File: src/rtl/cpu_pkg.sv
// cpu_pkg
// Shared constants for the single-cycle CPU datapath. The register file,
// the control unit and the JAL destination mux all take these values from here.
//   XLEN     : data width of each architectural register
//   NREG     : number of architectural registers
//   REG_W    : width of a register number
//   CNT_W    : default width of the committed-write counter
//   REG_ZERO : hard-wired zero register
//   REG_RA   : return-address register, the destination of a JAL link
package cpu_pkg;

    localparam int XLEN  = 32;
    localparam int NREG  = 32;
    localparam int REG_W = 5;
    localparam int CNT_W = 32;

    localparam logic [REG_W-1:0] REG_ZERO = 5'd0;
    localparam logic [REG_W-1:0] REG_RA   = 5'd31;

endpackage : cpu_pkg

File: src/rtl/regfile_rport.sv
// regfile_rport
// One combinational read port of the register file. It selects a register from
// the flattened register array, and register number 0 always reads as zero.
// Ports:
//   regs_i : all registers, packed as [NUM_REGS-1:0][DATA_W-1:0]
//   rn_i   : register number to read
//   q_o    : read data (zero when rn_i == REG_ZERO)
module regfile_rport
    import cpu_pkg::*;
#(
    parameter int DATA_W   = XLEN,
    parameter int NUM_REGS = NREG,
    localparam int AW      = $clog2(NUM_REGS)
) (
    input  logic [NUM_REGS-1:0][DATA_W-1:0] regs_i,
    input  logic [AW-1:0]                   rn_i,
    output logic [DATA_W-1:0]               q_o
);

    // r0 is forced to zero here, even though the array slot is also tied low.
    // This keeps the read port correct on its own.
    always_comb begin
        q_o = regs_i[rn_i];
        if (rn_i == AW'(REG_ZERO)) begin
            q_o = '0;
        end
    end

endmodule : regfile_rport

File: src/rtl/regfile_wb.sv
// regfile_wb
// Register file and write-back sink for the single-cycle CPU. The write data
// is the ALU result or PC+4, chosen by dsel. The selected value is committed
// to register wn on the rising edge of clk when we=1 and wn != 0. There are two
// operand read ports (qa/qb) and one debug read port, and all three are purely
// combinational. wr_count counts committed writes since the last reset and
// wraps around.
// Ports:
//   clk, rst           : clock (rising edge) and asynchronous active-high reset
//   we, wn, dsel       : write enable, destination register, data select (1 = pc4)
//   alu_res, pc4       : write-data candidates
//   rna, rnb, dbg_rn   : read register numbers
//   qa, qb, dbg_q      : read data
//   wr_count           : number of committed writes
module regfile_wb #(
    parameter int XLEN  = cpu_pkg::XLEN,
    parameter int NREG  = cpu_pkg::NREG,
    parameter int CNT_W = cpu_pkg::CNT_W,
    localparam int AW   = $clog2(NREG)
) (
    input  logic             clk,
    input  logic             rst,
    input  logic             we,
    input  logic [AW-1:0]    wn,
    input  logic             dsel,
    input  logic [XLEN-1:0]  alu_res,
    input  logic [XLEN-1:0]  pc4,
    input  logic [AW-1:0]    rna,
    input  logic [AW-1:0]    rnb,
    input  logic [AW-1:0]    dbg_rn,
    output logic [XLEN-1:0]  qa,
    output logic [XLEN-1:0]  qb,
    output logic [XLEN-1:0]  dbg_q,
    output logic [CNT_W-1:0] wr_count
);

    import cpu_pkg::*;

    logic [XLEN-1:0]            wdata;
    logic                       wr_en;
    logic [NREG-1:0][XLEN-1:0]  regs;
    logic [CNT_W-1:0]           cnt_q;
    logic [CNT_W-1:0]           cnt_d;

    assign wdata = dsel ? pc4 : alu_res;

    // A write to r0 is discarded completely, so it does not bump the counter either.
    assign wr_en = we && (wn != AW'(REG_ZERO));

    // Each register is a separate flop bank so that reset can clear all of them
    // asynchronously. r0 is a constant and holds no storage.
    genvar gi;
    generate
        for (gi = 0; gi < NREG; gi++) begin : g_regs
            if (gi == 0) begin : g_zero
                assign regs[gi] = '0;
            end else begin : g_reg
                logic [XLEN-1:0] r_q;
                always_ff @(posedge clk or posedge rst) begin
                    if (rst) begin
                        r_q <= '0;
                    end else if (wr_en && (wn == AW'(gi))) begin
                        r_q <= wdata;
                    end
                end
                assign regs[gi] = r_q;
            end
        end
    endgenerate

    assign cnt_d = cnt_q + CNT_W'(1);

    always_ff @(posedge clk or posedge rst) begin
        if (rst) begin
            cnt_q <= '0;
        end else if (wr_en) begin
            cnt_q <= cnt_d;
        end
    end

    assign wr_count = cnt_q;

    // The read ports read stored state only. There is deliberately no bypass
    // from wdata: alu_res is derived from qa/qb in the same cycle, so a bypass
    // would close a combinational loop.
    regfile_rport #(.DATA_W(XLEN), .NUM_REGS(NREG)) u_rport_a (
        .regs_i (regs),
        .rn_i   (rna),
        .q_o    (qa)
    );

    regfile_rport #(.DATA_W(XLEN), .NUM_REGS(NREG)) u_rport_b (
        .regs_i (regs),
        .rn_i   (rnb),
        .q_o    (qb)
    );

    regfile_rport #(.DATA_W(XLEN), .NUM_REGS(NREG)) u_rport_dbg (
        .regs_i (regs),
        .rn_i   (dbg_rn),
        .q_o    (dbg_q)
    );

endmodule : regfile_wb
File: config.mk
export PLATFORM = sky130hd
export DESIGN_NAME = regfile_wb
export DESIGN_NICKNAME = d
export VERILOG_FILES = /design/src/rtl/cpu_pkg.sv /design/src/rtl/regfile_rport.sv /design/src/rtl/regfile_wb.sv
export SDC_FILE = /design/constraint.sdc
export NUM_CORES = 2
export LEC_CHECK = 0
export BUFFER_PORTS_ARGS = -buffer_cell sky130_fd_sc_hd__buf_4
export CORE_UTILIZATION = 40
export DETAILED_ROUTE_END_ITERATION = 7
export PLACE_DENSITY = 0.53
export SYNTH_ARGS = -nofsm -noshare
export SYNTH_HDL_FRONTEND = slang
export SYNTH_SLANG_ARGS = --single-unit
File: constraint.sdc
create_clock -name clk -period 92.9 [get_ports clk]
set_clock_uncertainty 0.1 [all_clocks]
set_input_delay 13.935 -clock clk [delete_from_list [all_inputs] [get_ports clk]]
set_output_delay 13.935 -clock clk [all_outputs]
set_load 0.1 [all_outputs]
# Word level (Yosys, flattened, before mapping)
# Index checks and enable logic that the tools add are counted.
totals:
  ff_bits: 1024
  out_inout_bits: 128
  wordCells: 113
classes:
  n_addsub: 1
  order_cmp: 3
  eq_ne: 31
  mux: 10
  reduce_logical: 36
op_table:
  columns: ["op", "count"]
  rows:
  - ["32-bit binary-select mux with 5-bit select", 3]
  - ["32-bit 2-to-1 mux", 7]
  - ["5-bit == test (second input constant)", 16]
  - ["5-bit by 4-bit == test with 1-bit output (second input constant)", 8]
  - ["32-bit by 1-bit adder with 32-bit output (second input constant)", 1]
  - ["1-bit logical AND", 32]
  - ["5-bit by 3-bit == test with 1-bit output (second input constant)", 4]
  - ["5-bit by 6-bit less-than comparator with 1-bit output (second input constant)", 3]
  - ["5-bit zero test", 3]
  - ["5-bit by 2-bit == test with 1-bit output (second input constant)", 2]
  - ["5-bit by 1-bit == test with 1-bit output (second input constant)", 1]
  - ["5-bit nonzero test", 1]

# Depth between registers and ports, before layout
depth:
  word_depth: 3
  mapped_depth: 9

# Modules after synthesis
# A second synthesis with hierarchy kept.
unflattened:
  hier_cells: 5479
  hier_area_um2: 62005.7
modules_own_cells:
  columns: ["mod", "instances", "cells_each", "area_per_inst_um2"]
  rows:
  - ["regfile_wb", 1, 3487, 36901.6]
  - ["regfile_rport", 3, 664, 8368.0]

# Worst setup path after synthesis
# OpenSTA, ideal clock, no wires.
synth_timing:
  kind: "input-to-output"
  start: "in dbg_rn[0]"
  end: "out dbg_q[11]"
  t_arrival_ns: 17.324
  setup_slack_ns: 61.541
  cell_stages: 8
  cell_sequence: "buf_2 -> buf_6 -> buf_4 -> buf_2 -> buf_2 -> a221o_1 -> a31oi_1 -> a211oi_1"
synth_between:
  elab_chain_len: 3
  elab_cells_between_ends: 4
  cone_classes: "mux: 3; reduce/logical: 1"
synth_rtl:
  columns: ["element", "line", "rtl"]
  rows:
  - ["start: declaration", "regfile_wb.sv:30", "input logic [AW-1:0] dbg_rn,"]
  - ["32-bit binary-select mux with 5-bit select", "regfile_rport.sv:23", "q_o = regs_i[rn_i];"]
  - ["32-bit 2-to-1 mux (not written as such)", "regfile_rport.sv:23", null]
  - ["32-bit 2-to-1 mux *", "regfile_rport.sv:24", "if (rn_i == AW'(REG_ZERO)) begin"]
  - ["end: declaration", "regfile_wb.sv:33", "output logic [XLEN-1:0] dbg_q,"]
# Mark *: on every way between the ends. The rest lies on a longest branch, timed or not. The select of a mux whose other input is x is not followed.

# Worst setup path after layout
layout_timing:
  start: "in rna[0]"
  end: "out qa[30]"
layout_between:
  elab_chain_len: 3
  elab_cells_between_ends: 4
  cone_classes: "mux: 3; reduce/logical: 1"
layout_rtl:
  columns: ["element", "line", "rtl"]
  rows:
  - ["start: declaration", "regfile_wb.sv:28", "input logic [AW-1:0] rna,"]
  - ["32-bit binary-select mux with 5-bit select", "regfile_rport.sv:23", null]
  - ["32-bit 2-to-1 mux (not written as such)", "regfile_rport.sv:23", null]
  - ["32-bit 2-to-1 mux *", "regfile_rport.sv:24", null]
  - ["end: declaration", "regfile_wb.sv:31", "output logic [XLEN-1:0] qa,"]
# Marked as above.

==> metrics <==
outcome completed; Hold WS 0.368 ns; fraction of layout cells with a size suffix above 1 26.5%; clock root buffer clkbuf_16; largest net degree at the start of global routing 155; Synth top area share 42.3%; Yosys top cell by area dfrtp_1; R2R Setup Slk 90.82 ns; Mean Syn Cell Area 11.2 µm²; FF-to-FF path depth 4; static leakage 28.1 nW; post-synthesis to final-layout area growth 12.0%; Sink Count 1024; post-route ant nets 0; Reg-to-Reg Start wr_count[2]; # IOs 216; Die Y 391 µm; Pre-antenna DRT Iters 6; GP Congestion 0.830; gr busiest metal met2; clock-pin slew on the worst setup and hold paths 0.06 ns; Final Critical Period 32.84 ns; post-synthesis instance total 5424; vias 47.4k; Fin. Hold Viols 0; sum of negative setup slack 0 ns; DRT Wirelength 236000 µm; PortBufs 215; actual slew at the worst max-slew pin 1.34 ns; nets 5407; met3 Usage GRT 6.70%; register area share after synthesis 42.3%; first-pass GRT wire length 342000 µm; Commonest cells post-synth dfrtp_1 (1024), nor2_1 (699), mux4_2 (659); number of max-cap violations 0; H-tree Lvls 3; total grt overflow 0; # setup viols final 0; Slew Viols, Final 0; hold buffers post-CTS 0; 1st-iter DRT viols 4802; Syn. warnings 0; Post-CTS Setup Inserts 0; part of the cycle the worst path needs 35.4%; Finished Cell Area 67900 µm²; # rows 142; DIE WIDTH 391 µm; Peak VDD IR 16.9 µV; die footprint 153000 µm²; post-CTS resize count 0; critical register-to-register path endpoint wr_count[27]; number of global-route vias before repair 45.7k; # fillers 13.9k; Synth Register Bits 1024; count leader, synth dfrtp_1; top post-synthesis cells by area dfrtp_1 (42%), mux4_2 (24%), a21oi_1 (5.0%); Crit. End Element primary output; Post-synth ARST share 100%; pwr dens 23.9 nW/µm²; worst hold path endpoint wr_count[31]; Rel. slew slack 10.3%; initial antenna violation count 8; CTS tree yes; routed len/inst 31.7 µm; Synth Flop Type dfrtp_1; HP Start wr_count[31]; Via density 6.37; met2 usage 47.6%; GRT Total Usage 31.0%; clk_lat worst skew 0.76 ns; worst-path maximum fanout 77; CP required 78.86 ns; Yosys cell types 49; RSZ-0062 raised after global routing no; Mapped Area 60600 µm²; core region area 150000 µm²; Critical Path AT 18.81 ns; Starting Density 40.4%; Post-synth EDFFs 0; CTS Buf Count 117; Post-Syn Nets 5513; placed cell area 63900 µm²; CP startpoint kind primary input; critical path class in -> out; Hold Path Class reg -> reg; hpwl dp 137000 µm; worst hold stages 1; f_max 0.0304 GHz; M1 GR Usage 42.7%; CTS Buffer Depth 3; DR DRC count 0
-- where the power goes --
group	switching, mW	internal [mW]
sequential	0.100	0.545
combinational	0.270	0.221
clock	0.206	0.279
total	0.576	1.04
-- layout by cell type, fill, tap and decap left out, drive strengths merged, types with 3 or more instances in the layout --
cell         n
nor4        13
a21oi      609
a31oi       18
xor2        22
nand2b      27
and2         5
nor3        24
clkinvlp     3
nand2      479
mux2       140
o21ai      460
a211oi      18
nand3       35
a211o       65
clkinv      32
o21a        14
dfrtp     1024
nor2       699
inv         14
xnor2        9
a221oi      13
mux4       659
a22oi       88
nand4        8
nor2b       11
bufinv      10
clkbuf     167
a221o       19
o32ai       12
o22ai      113
buf        359
mux2i      229
-- worst max path at each step --
stage / from / end / slack [ns] / depth (start not counted)
2_1_floorplan: rst / g_regs[10].g_reg.r_q[0] / 50.05 / 1
3_3_place_gp: rna[0] / qa[30] / 60.05 / 9
3_5_place_dp: rna[0] / qa[30] / 60.02 / 9
4_1_cts: rna[0] / qa[30] / 60.01 / 9
5_1_grt: rna[0] / qa[30] / 59.78 / 9
6_report: rna[0] / qa[30] / 60.06 / 9
-- cells by family (layout without fill, tap and decap cells) --
logic type               Yosys count  in the layout  share of synthesized area (%)
AO/OA/AOI/OAI                   1433           1433                           13.3
AND/OR/NAND/NOR                 1312           1312                           8.85
multiplexers                    1028           1028                           30.9
flip-flops                      1024           1024                           42.3
buffers and inverters            595            585                           4.16
XOR/XNOR                          31             31                          0.448
adder cells (fa/ha/maj)            1              1                         0.0206
other                              0              2                              0
-- cell type report --
class                   instances  area (µm²)  share of cell area, %
clock inverters                48         572                  0.842
repair buffers                359        2830                   4.16
well taps                    2016        2520                   3.72
inverters                      11        48.8                 0.0719
clock buffers                 167        3370                   4.96
diodes                          2        5.00                0.00737
flip-flops and latches       1024       25600                   37.8
multi-input cells            3805       32900                   48.5
-- per-layer routing --
| layer | share of wire (%) | up-vias | wire length, µm |
|---|---|---|---|
| li1 | - | 20100 | - |
| met3 | 9.1 | 490 | 21400 |
| met4 | 4.5 | 8 | 10600 |
| met5 | 0.025 | - | 60 |
| met2 | 45 | 2357 | 107000 |
| met1 | 41 | 24400 | 96900 |
-- worst max-delay path, cell delays in order --
cell	delay (ns)
buf_8	0.64
buf_4	0.73
buf_4	0.84
buf_4	0.84
mux4_2	0.59
mux2i_1	0.17
o22ai_1	0.16
a211o_1	0.41
buf_4	0.25
-- stage by stage --
| step | power, mW | instances | util (%) | worst slack [ns] |
|---|---|---|---|---|
| finish | 1.62 | 7432 | 45.2 | 60.06 |
| global placement | 1.13 | 7215 | 42.6 | 60.05 |
| global route | 1.69 | 7430 | 45.2 | 59.78 |
| floorplan | 1.00 | 5424 | - | 50.05 |
| CTS | 1.62 | 7430 | 45.2 | 60.01 |
| detailed placement | 1.14 | 7215 | 42.6 | 60.02 |
-- flip-flops by register name, indices dropped and copies added, names as in the netlist --
name and cells:
wr_count 32, g_regs.g_reg.r_q 992
Power figures use the tool's default switching activity.
